--- src/rtl/filt_pkg.sv ---
// Shared types and constants for the disparity frame-buffer scheduler.
package filt_pkg;

    typedef enum logic [2:0] {
        FREE = 3'd0,
        FILL = 3'd1,
        PEND = 3'd2,
        FILT = 3'd3,
        READ = 3'd4
    } buf_state_t;

    localparam int BUF_IDX_W      = 1;
    localparam int NUM_BUF_FIXED  = 2;
    localparam int STAT_W_DEFAULT = 16;

endpackage

--- src/rtl/filt_buf_alloc.sv ---
// Lowest-index search over the buffer state table for one target state.
module filt_buf_alloc
    import filt_pkg::*;
(
    input  buf_state_t             states [NUM_BUF_FIXED],
    input  buf_state_t             target,
    output logic                   found,
    output logic [BUF_IDX_W-1:0]   idx
);

    // Scan from the top down so the lowest matching index is the one kept.
    always_comb begin
        found = 1'b0;
        idx   = '0;
        for (int i = NUM_BUF_FIXED - 1; i >= 0; i--) begin
            if (states[i] == target) begin
                found = 1'b1;
                idx   = i[BUF_IDX_W-1:0];
            end
        end
    end

endmodule

--- src/rtl/filt_frame_scheduler.sv ---
// Ping-pong ownership scheduler for the two disparity frame buffers shared by
// the block-matching producer, the filter engine and the readout consumer.
// Optional statistics counters are built when FILT_FRAME_STATS_EN is defined.
module filt_frame_scheduler
    import filt_pkg::*;
#(
    parameter int NUM_BUF = 2,
    parameter int STAT_W  = STAT_W_DEFAULT
) (
    input  logic                 clk,
    input  logic                 reset_n,
    input  logic                 prod_frame_start,
    input  logic                 prod_frame_done,
    output logic                 prod_ena,
    output logic [BUF_IDX_W-1:0] prod_index,
    output logic                 prod_drop,
    output logic                 filt_start,
    output logic [BUF_IDX_W-1:0] filt_index,
    input  logic                 filt_idle,
    output logic                 cons_valid,
    output logic [BUF_IDX_W-1:0] cons_index,
    input  logic                 cons_done,
    output logic [STAT_W-1:0]    drop_cnt,
    output logic [STAT_W-1:0]    filt_cnt
);

    if (NUM_BUF != NUM_BUF_FIXED) begin : g_num_buf_check
        $error("filt_frame_scheduler supports exactly two buffers");
    end

    buf_state_t                 st   [NUM_BUF_FIXED];
    buf_state_t                 st_n [NUM_BUF_FIXED];
    logic                       guard, guard_n;
    logic                       prod_ena_n, prod_drop_n, filt_start_n, cons_valid_n;
    logic [BUF_IDX_W-1:0]       prod_index_n, filt_index_n, cons_index_n;
    logic                       dispatch, complete, overwrite;

    logic                       free_found, pend_found, fill_found, filt_found, read_found;
    logic [BUF_IDX_W-1:0]       free_idx, pend_idx, fill_idx, filt_idx, read_idx;

    filt_buf_alloc u_find_free (.states(st), .target(FREE), .found(free_found), .idx(free_idx));
    filt_buf_alloc u_find_pend (.states(st), .target(PEND), .found(pend_found), .idx(pend_idx));
    filt_buf_alloc u_find_fill (.states(st), .target(FILL), .found(fill_found), .idx(fill_idx));
    filt_buf_alloc u_find_filt (.states(st), .target(FILT), .found(filt_found), .idx(filt_idx));
    filt_buf_alloc u_find_read (.states(st), .target(READ), .found(read_found), .idx(read_idx));

    // Next-state and next-output decisions, all taken from the registered state.
    always_comb begin
        st_n         = st;
        guard_n      = guard;
        prod_ena_n   = prod_ena;
        prod_index_n = prod_index;
        prod_drop_n  = 1'b0;
        filt_start_n = 1'b0;
        filt_index_n = filt_index;
        cons_valid_n = cons_valid;
        cons_index_n = cons_index;
        overwrite    = 1'b0;

        // The engine only reports busy a cycle after start; hold off completion
        // until that low idle has actually been observed.
        if (guard && !filt_idle) guard_n = 1'b0;

        dispatch = pend_found && !filt_found && filt_idle && !guard;
        if (dispatch) begin
            st_n[pend_idx] = FILT;
            filt_start_n   = 1'b1;
            filt_index_n   = pend_idx;
            guard_n        = 1'b1;
        end

        // A finished buffer waits in FILT while the consumer still owns the
        // other one, so two READ buffers never coexist.
        complete = filt_found && !guard && filt_idle && !read_found;
        if (complete) begin
            st_n[filt_idx] = READ;
            cons_valid_n   = 1'b1;
            cons_index_n   = filt_idx;
        end

        // A PEND buffer being dispatched this cycle cannot also be overwritten.
        if (prod_frame_start) begin
            if (fill_found) begin
                prod_ena_n   = 1'b1;
                prod_index_n = fill_idx;
            end else if (free_found) begin
                st_n[free_idx] = FILL;
                prod_ena_n     = 1'b1;
                prod_index_n   = free_idx;
            end else if (pend_found && !dispatch) begin
                st_n[pend_idx] = FILL;
                prod_ena_n     = 1'b1;
                prod_index_n   = pend_idx;
                overwrite      = 1'b1;
            end else begin
                prod_drop_n = 1'b1;
            end
        end

        if (prod_frame_done && fill_found) begin
            st_n[fill_idx] = PEND;
            prod_ena_n     = 1'b0;
        end

        if (cons_done && cons_valid) begin
            st_n[read_idx] = FREE;
            cons_valid_n   = 1'b0;
        end
    end

    // State table, guard flag and registered outputs.
    always_ff @(posedge clk or negedge reset_n) begin
        if (!reset_n) begin
            st         <= '{default: FREE};
            guard      <= 1'b0;
            prod_ena   <= 1'b0;
            prod_index <= '0;
            prod_drop  <= 1'b0;
            filt_start <= 1'b0;
            filt_index <= '0;
            cons_valid <= 1'b0;
            cons_index <= '0;
        end else begin
            st         <= st_n;
            guard      <= guard_n;
            prod_ena   <= prod_ena_n;
            prod_index <= prod_index_n;
            prod_drop  <= prod_drop_n;
            filt_start <= filt_start_n;
            filt_index <= filt_index_n;
            cons_valid <= cons_valid_n;
            cons_index <= cons_index_n;
        end
    end

`ifdef FILT_FRAME_STATS_EN
    function automatic logic [STAT_W-1:0] sat_inc(input logic [STAT_W-1:0] v);
        return (&v) ? v : v + 1'b1;
    endfunction

    // Saturating drop and filtered-frame counters.
    always_ff @(posedge clk or negedge reset_n) begin
        if (!reset_n) begin
            drop_cnt <= '0;
            filt_cnt <= '0;
        end else begin
            if (prod_drop_n || overwrite) drop_cnt <= sat_inc(drop_cnt);
            if (complete)                 filt_cnt <= sat_inc(filt_cnt);
        end
    end
`else
    assign drop_cnt = '0;
    assign filt_cnt = '0;
`endif

endmodule

--- config.mk ---
export PLATFORM = sky130hd
export DESIGN_NAME = filt_frame_scheduler
export DESIGN_NICKNAME = d
export VERILOG_FILES = /design/src/rtl/filt_pkg.sv /design/src/rtl/filt_buf_alloc.sv /design/src/rtl/filt_frame_scheduler.sv
export SDC_FILE = /design/constraint.sdc
export NUM_CORES = 1
export LEC_CHECK = 0
export ABC_AREA = 1
export CAP_MARGIN = 20
export CORE_UTILIZATION = 39
export CTS_CLUSTER_SIZE = 16
export DETAILED_ROUTE_END_ITERATION = 10
export DONT_BUFFER_PORTS = 1
export SLEW_MARGIN = 0
export SYNTH_ARGS = -nofsm -noshare
export SYNTH_HDL_FRONTEND = slang
export SYNTH_SLANG_ARGS = --single-unit
--- constraint.sdc ---
create_clock -name clk -period 1.4 [get_ports clk]
set_input_delay 0.28 -clock clk [delete_from_list [all_inputs] [get_ports clk]]
set_output_delay 0.28 -clock clk [all_outputs]
set_load 0.1 [all_outputs]
# --- Word-level counts from Yosys, hierarchy flattened ---
# Cells that the tools add are included.
classes:
  mux: 50
  reduce_logical: 29
  eq_ne: 8
  n_bitwise: 22
  order_cmp: 10
op_table:
  columns: ["operator", "count"]
  rows:
  - ["2-to-1 mux 6 bit", 8]
  - ["2-to-1 mux 1 bit", 32]
  - ["AND 4 bit", 4]
  - ["inverter 4 bit", 4]
  - ["demux 3 bit (select 1 bit)", 5]
  - ["logical AND 1 bit", 15]
  - ["2-to-1 mux 3 bit", 5]
  - ["== test 3 x 2 -> 1 bit, second input constant", 4]
  - [">= comparator 2 bit, second input constant", 5]
  - ["less-than comparator 2 x 1 -> 1 bit, second input constant", 5]
  - ["inverter 1 -> 2 bit", 5]
  - ["OR 2 bit", 4]
  - ["AND 6 bit", 1]
  - ["== test 3 x 1 -> 1 bit, second input constant", 2]
  - ["== test 3 bit, second input constant", 2]
  - ["logical NOT 3 bit", 2]
  - ["inverter 6 bit", 1]
  - ["nonzero test 2 bit", 3]
  - ["logical NOT 1 bit", 5]
  - ["OR 4 bit", 1]
  - ["AND reduction 2 bit", 2]
  - ["nonzero test 4 bit", 1]
  - ["nonzero test 3 bit", 1]
  - ["AND 2 bit", 1]
  - ["inverter 2 bit", 1]
word_totals:
  reg_bits: 14
  output_inout_bits: 39

# --- Longest topological paths before layout ---
# Gate-level depths: netlist (run 1).
depth:
  depth_word: 22
  ltp_mapped: 10
  mapped_depth_nobuf: 10

# --- Cells and area by module ---
# From an unflattened synthesis (run 1), not the netlist that was laid out.
hier_totals:
  cells_unflattened: 261
  area_unflattened_um2: 1540.2
by_module_without_submodules:
  columns: ["mod", "area_per_inst_um2", "seq_area_each_um2", "cells_each", "n_inst"]
  rows:
  - ["filt_frame_scheduler", 970.9, 350.3, 126, 1]
  - ["filt_buf_alloc", 113.9, 0.0, 27, 5]

# --- Worst setup path after synthesis (run 1) ---
# Ideal clock, no wire load.
synth_path:
  path_kind: "register -> register"
  from: "reg cons_valid"
  to: "reg st[2] in the netlist's numbering"
  path_slack_ns: -0.094
  t_required_ns: 1.270
  t_arrival_ns: 1.364
  path_stages_with_launch: 4
  path_cell_list: "dfrtp_1 -> nand2_1 -> o22ai_1 -> a21oi_1"
synth_lines:
  columns: ["item", "line_no", "rtl"]
  rows:
  - ["start, declared", "filt_frame_scheduler.sv:20", "output logic cons_valid,"]
  - ["start signal, assigned", "filt_frame_scheduler.sv:131", "cons_valid <= cons_valid_n;"]
  - ["end signal, assigned", "filt_frame_scheduler.sv:124", "st <= st_n;"]
  - ["end, declared", "filt_frame_scheduler.sv:31", "buf_state_t st [NUM_BUF_FIXED];"]

==> impl.org, run 1 <==
** Global route
- The via count of the first global-routing pass was 788.
- Total grt overflow :: 0
- GRT Total Usage :: 14.1%
- The initial antenna violation count is 0.
- Pin count of the biggest net entering global routing :: 15
- Wire length of the first global-routing pass :: 3380 um

** Die
- Count of boundary I/O pins :: 45
- In this run the core area contains 19 standard-cell rows.
- Initial standard-cell utilization of the core :: 40.9%
- Die span in y :: 55.8 um
- The die is 55.8 um wide.
- The die covers 0.00311 sq mm.
- Placeable core region :: 0.00276 sq mm

** Place
- At the end of routability-driven placement, the weighted congestion stood at 0.904.
- After legalization and detailed placement, the total HPWL measured 1580 um.
- Port buffer count :: 0
- The placed instances occupy a cell area of 0.00113 sq mm.

** Clock network
- Clock transition at the registers of the reported paths :: 0.10 ns
- The later pin in the worst-skew pair is clocked with a latency of 0.29 ns.
- Clk buf depth :: 2
- The tree is rooted in a clkbuf_4.
- Clock sink count :: 14
- CTS tree :: built
- Counting the buffers created by CTS gives 3.
- CTS built an H-tree with a depth of 1.

** STA
- In the final timing run, aggregate negative setup slack is 0 ns.
- Max-slew headroom at the worst pin :: 56.3%
- Final-report hold violation count :: 0
- Actual transition at the worst max-transition pin :: 0.654 ns
- Timing would allow up to 0.741 GHz.
- Final period demand of the worst path :: 1.35 ns
- Setup violations remaining at the end of the flow were counted as 0.
- The final max-slew violation count came to 0.
- After layout, the worst path uses 96.4% of the clock period.
- Between clock sinks in the finished design, the worst skew comes to 0.0128 ns.
- Hold timing on the final database bottoms out at a slack of 0.129 ns.

** Synth
- Synthesized cell area :: 0.00113 sq mm
- The synthesized design spends more area on one cell type than any other, namely dfrtp_1.
- Synthesized-area fraction occupied by ao, oa, aoi and oai cells :: 8.54%
- After synthesis, the share of flip-flops with an asynchronous set or reset is 100%.
- The synthesized design contains 0 enable-type register cells.
- Synthesis handed over a netlist of 149 instances.
- Adder-cell share of the synthesized area :: 0%
- After Yosys synthesis, and, or, nand and nor cells account for 31.0% of the synthesized area.
- Part of the Yosys area used for sequential elements :: 31.0%
- Xor/xnor cell area share of the yosys netlist :: 0%
- Counting flops and latches in the post-synthesis netlist gives 14.
- The share of synthesized area in the top cell type comes to 31.0%.
- Number of synthesis warnings :: 0
- Mux cell area share after synthesis :: 0%
- Top cells by area, synth :: dfrtp_1 31%, buf_4 21%, nand2_1 9.0%
- Most used DFF post-synth :: dfrtp_1
- Mean instance size in the synthesized netlist :: 7.57 sq um
- Largest family of logic cells by synthesized area :: simple AND/OR/NAND/NOR gates
- Distinct cell type count of the synthesized netlist :: 27

** Layout
- Leaving out fill and tap cells, the most frequent cell in the layout is conb_1.
- Finished Cell Area :: 0.00130 sq mm
- The library cells used most frequently in the layout, excluding fill and tap cells, are 32 x conb_1, 22 x nand2_1, 16 x buf_4.
- The final layout contains 177 nets.
- Fraction of layout instances using a drive strength above 1 :: 34.7%
- Diodes inserted :: 0
- Area growth from synthesis to final layout :: 15.1%
- Measured on the finished design, the core utilization comes to 47.1%.

** Hold path
- In this run the most critical hold path is launched from prod_frame_start.
- The worst hold path belongs to the class in2reg.
- Worst hold path cell count :: 2
- For hold timing, the worst endpoint is prod_drop.

** Routing
- After detailed routing, the number of remaining DRC violations is 0.
- For this block, the via count after detailed routing is 911.
- Wirelength per Cell :: 10.8 um
- Dividing the detail-routed via count by the number of cells gives 4.53.
- DR pass1 iterations :: 4
- The count of nets left with antenna violations once routing finished came out at 0.
- Routed WL :: 2180 um
- After the first detailed-routing iteration, the DRC count stood at 23.

** Worst setup path
- Destination of the worst register-to-register timing path :: st[4]
- The worst register-to-register path has a setup slack of 0.05 ns.
- Launch instance of the worst register-to-register path :: st[0]
- The setup path with the least slack is of type reg2reg.
- In this run the worst path has a maximum fanout of 6.
- Crit path buffers/inverters :: 1
- Sequence of cells on the critical path :: buf_4 -> nand3_2 -> nand3_1 -> a21oi_2 -> nand2_2 -> nand2_1 -> a21oi_1
- For the worst setup path, the data arrival time is 1.52 ns.
- Nature of the critical path endpoint :: register
- The worst register-to-register path has a depth of 7.
- Crit path largest cell delay :: 0.48 ns
- In this run the worst setup path begins at st[0].
- Sort of element at the start of the critical path :: register
- The largest individual stage delay along the critical path comes from the cell dfrtp_2.
- The cell family contributing the most delay on the critical path is flip-flops.
- STA puts the critical path data required time at 1.57 ns.

** Status
- Outcome :: finished clean

** Job
- The tool flagged a number of max-cap violations equal to 0.
## area by class of cell
cell class,instances,area (sq um)
well taps,31,38.8
multi-input cells,111,634
inverters,23,93.8
repair buffers,18,150
clock buffers,4,26.3
flip-flops and latches,14,355
fillers,290,1460
## how the worst max path moves through the flow
| stage | end | slack (ns) | cells after the start |
|---|---|---|---|
| floorplan | st[1] | 0.16 | 8 |
| global placement | prod_index | 0.04 | 10 |
| detailed placement | prod_ena | 0.01 | 10 |
| CTS | prod_ena | 0.02 | 10 |
| global route | prod_index | -0.01 | 7 |
| finish | st[4] | 0.05 | 7 |
## cells in the mapped netlist (all sizes together) (2+ instances only)
cell type   n
o21ai       3
nand4       4
nor2       11
nand2      33
buf        32
nor3        2
inv        22
nand3      15
dfrtp      14
o21bai      2
a21oi       5
## cell families (layout without fill, tap and decap cells)
logic type,after synthesis,in the layout
flip-flops,14,14
other,1,32
AO/OA/AOI/OAI,14,14
buffers and inverters,55,45
AND/OR/NAND/NOR,65,65
## per-layer routing
layer | vias up | global-route usage (%) | part of all wire (%) | wire (um)
met4 | 0 | 8.57 | 2.6 | 57
met2 | 24 | 25.3 | 53 | 1150
met3 | 5 | 1.40 | 3.0 | 66
li1 | 454 | - | - | -
met5 | - | 0 | 0 | 0
met1 | 428 | 16.0 | 41 | 897
## stage by stage
stage | worst slack [ns] | std cells
2_1_floorplan | 0.157 | 180
3_3_place_gp | 0.0385 | 189
3_5_place_dp | 0.0119 | 189
4_1_cts | 0.0215 | 195
5_1_grt | -0.0114 | 201
6_report | 0.0503 | 201
## state kept, by name, summed over array words and instances, names as in the netlist
register	cells
prod_drop	1
st	6
prod_index	1
filt_start	1
cons_index	1
prod_ena	1
cons_valid	1
guard	1
filt_index	1
## timing repair
action	CTS	global route
endpoints found under the setup margin	2	6
setup buffers	1	6
hold buffers	1	0
gates resized for setup	1	24
endpoints found under the hold margin	14	0
pin swaps	0	7
Power of run 1 is left out: the tool's default activity adds up to more than one toggle a clock period on the data nets, which glitch-free logic cannot reach.
==> run 2, diff against run 1 <==
Settings changed: SYNTH_HIERARCHICAL set to 1.
==> run 2 against run 1 <==
Against the previous run: the run now ends with negative setup slack left; register-to-register slack worse by 0.30 ns; fmax is 18% lower; worst hold slack got worse by 0.013 ns; critical path depth is 1 higher; synthesized cell count rose by 75%; synthesized area increased by 36%; clock skew fell by 0.011 ns; final cell count rose by 100%; critical path type unchanged.
==> impl.org, run 2 <==
** Clock network
- Clock sink count :: 14 (unchanged)
- Clock network latency to the later pin of the worst-skew pair :: 0.25 ns (-0.04 ns)
- TritonCTS built the clock tree.
- H-tree levels :: 1 (unchanged)
- The number of buffers inserted during clock tree synthesis came to 3 (unchanged).
- Clk buf depth :: 2 (unchanged)
- The clock-pin transition on the worst setup and hold timing paths was 0.06 ns (-0.04 ns).
- Root Buffer :: clkbuf_8

** Routing
- The via count normalized by instance count is 3.87 (-15%).
- The number of nets with antenna violations after detailed routing is 0 (unchanged).
- The detailed-route DRC error count came to 0 (unchanged).
- Count of routing violations after the opening detailed-route iteration :: 52 (+130%)
- Wirelength per Cell :: 9.00 um (-17%)
- The final routed wirelength across all metal layers is 3610 um (+66%).
- DR pass1 iterations :: 4 (unchanged)
- The routed via count came to 1551 (+70%).

** Layout
- The flip-flop count of the largest register after layout is 6 (unchanged).
- The antenna diode count came to 0 (unchanged).
- Fraction of layout instances using a drive strength above 1 :: 30.6% (-4.1 points)
- From synthesis to final layout, the design area changed by 45.0%.
- The library cells used most frequently in the layout, excluding fill and tap cells, are 77 x nand2_1, 77 x conb_1, 49 x inv_1.
- Register with the most flip-flops :: st
- The post-layout net count is 360 (+100%).

** Power
- Peak supply drop :: 1.20 mV
- For this design the ratio of total power to cell area is 1950 mW/mm^2.
- Summed over all cells, the static leakage comes to 1.36 nW.
- The design draws 4.36 mW.

** Place
- Placer's final routability congestion estimate :: 0.852 (-5.8%)
- The count of input and output buffers was 0 (unchanged).
- Detail Placement HPWL :: 2440 um (+54%)

** STA
- Setup TNS :: -2.35 ns (-2.35 ns)
- The final period demand of the worst path is 1.65 ns (+0.297 ns).
- The number of endpoints with negative hold slack in the final report is 0 (unchanged).
- The final worst clock skew came to 0.00204 ns (-0.0108 ns).
- Actual transition at the worst max-transition pin :: 0.651 ns (-0.00298 ns)
- Setup ws final :: -0.247 ns (-0.297 ns)
- Total setup violations reported at the end of the flow :: 14 (+14)
- The max-slew headroom at the worst pin was 56.5% (+0.20 points).
- The maximum clock rate is 0.607 GHz (-18%).
- Ratio of final minimum period to clock period :: 118% (+21 points)
- Number of max-slew violations in the final report :: 0 (unchanged)
- RSZ-0062 raised after global routing :: true

** Hold path
- Tightest Hold Check Type :: in2reg

** Die
- Die X :: 64.8 um (+16%)
- Count of boundary I/O pins :: 45 (unchanged)
- The die height came to 64.8 um (+16%).
- The total core area is 0.00372 sq mm (+35%).
- The number of core rows came to 22 (+3).
- The effective utilization at floorplan is 41.4% (+0.52 points).
- The total die area is 0.00420 sq mm (+35%).

** Synth
- The cell count after synthesis is 261 (+75%).
- Top cells by area, synth :: dfrtp_1 23%, nand2_1 21%, buf_4 16%
- Largest area contributor in the synthesized netlist :: dfrtp_1
- Flops & latches, synth :: 14 (unchanged)
- The most used flip-flop cell after synthesis is dfrtp_1.
- The netlist area before placement came to 0.00154 sq mm (+36%).
- Synth cell count leaders :: 85 x nand2_1, 57 x inv_1, 32 x buf_4, 17 x nor2_1, 14 x dfrtp_1
- The average cell area after synthesis came to 5.90 sq um (-22%).
- Most repeated cell in the gate-level netlist after synthesis :: nand2_1
- Proportion of synthesized flip-flops having asynchronous set or reset :: 100% (unchanged)
- The number of flops mapped to enable cells by yosys is 0 (unchanged).
- Proportion of netlist area held by the largest area contributor :: 22.7% (-8.3 points)
- Number of synthesis warnings :: 6 (+6)
- Distinct cell type count of the synthesized netlist :: 22 (-19%)
- The register area share after synthesis is 22.7% (-8.3 points).

** Global route
- Antenna violations before repair :: 0 (unchanged)
- GRT Total Usage :: 17.5% (+3.4 points)
- The via count of the first global-routing pass came to 1322 (+68%).
- Pin count of the biggest net entering global routing :: 15 (unchanged)
- The final global-route overflow total came to 0 (unchanged).
- Wire length of the first global-routing pass :: 5710 um (+69%)

** Worst setup path
- Crit path largest cell delay :: 0.49 ns (about the same)
- The worst setup path is captured at a register.
- Sequence of cells on the critical path :: xnor2_2 -> nand3_2 -> o21ai_4 -> nor2_4 -> nand2_2 -> o21bai_1 -> nand3_2 -> a21oi_2
- The slowest stage of the critical path belongs to the cell dfrtp_2.
- The endpoint required time on the critical path is 1.58 ns (about the same).
- CP arrival :: 1.82 ns (+0.30 ns)
- Sort of element at the start of the critical path :: register
- The worst setup path is of the reg2reg kind.
- The maximum fanout along the worst path came to 6 (unchanged).
- Most used cell along the critical path :: nand3_2

** Status
- Failing checks :: negative setup slack
- Outcome :: finished, violations left

** Job
- Number of maximum-capacitance violations :: 0 (unchanged)
## run 2: final cells by class
type / instances / area, sq um
multi-input cells: 234 / 1220
well taps: 48 / 60.1
clock buffers: 4 / 45.0
fillers: 381 / 1480
inverters: 57 / 214
flip-flops and latches: 14 / 359
repair buffers: 44 / 338
## run 2: logic make-up after synthesis
family | share of synthesized area [%]
compound gates | 7.88
xor+xnor | 5.69
buf+inv | 29.5
flops | 22.7
mux | 0.650
other cells | 0.488
simple gates | 33.1
## run 2: routing by layer
metal | track usage, % | vias up | routed length (um)
met5 | 0 | - | 0
met4 | 1.39 | 0 | 12
met3 | 3.17 | 3 | 157
met2 | 30.1 | 37 | 1760
met1 | 23.4 | 673 | 1680
li1 | - | 838 | -
## run 2: through the flow
stage | hold WS (ns) | util, % | cells | cell area, sq um | worst slack (ns)
detailed placement | -0.0153 | 51.9 | 387 | 1930 | -0.273
global route | 0.109 | 60.1 | 401 | 2230 | -0.331
finish | 0.116 | 60.1 | 401 | 2230 | -0.247
global placement | -0.0153 | 51.9 | 387 | 1930 | -0.258
CTS | 0.120 | 56.6 | 400 | 2100 | -0.202
floorplan | -0.0156 | - | 336 | 1850 | -0.133
## run 2: what timing repair did
| action | 4_1_cts | 5_1_grt |
|---|---|---|
| gates resized for setup | 25 | 33 |
| cloned | 1 | 0 |
| endpoints found under the hold margin | 14 | 0 |
| endpoints found under the setup margin | 14 | 14 |
| setup buffers | 7 | 1 |
| pin swaps | 6 | 7 |
| hold buffers | 1 | 0 |
## run 2: worst paths after layout
| path | from | end | slack, ns | cells past startpoint |
|---|---|---|---|---|
| setup / recovery | st[4] | st[4] | -0.25 | 8 |
| hold / removal | cons_done | cons_valid | 0.12 | 1 |
| setup reg to reg | st[4] | st[4] | -0.25 | 8 |
| hold reg to reg | guard | guard | 0.49 | 2 |
| max in group asynchronous | reset_n | st[5] | 0.44 | 1 |
| min in group asynchronous | reset_n | prod_ena | 0.50 | 1 |
## run 2: critical path, delay by kind of cell, from the launching register on
family          cells  cell delay, ns
simple gates        4            0.52
flops               1            0.49
compound gates      3            0.38
xor+xnor            1            0.17
## run 2: report_power, final
group          leakage (nW)  internal [mW]  switching, mW  total [mW]
combinational          1.17           1.10           2.13        3.23
clock                0.0228          0.202          0.144       0.346
sequential            0.168          0.582          0.200       0.782
(Power assumes the default switching activity.)
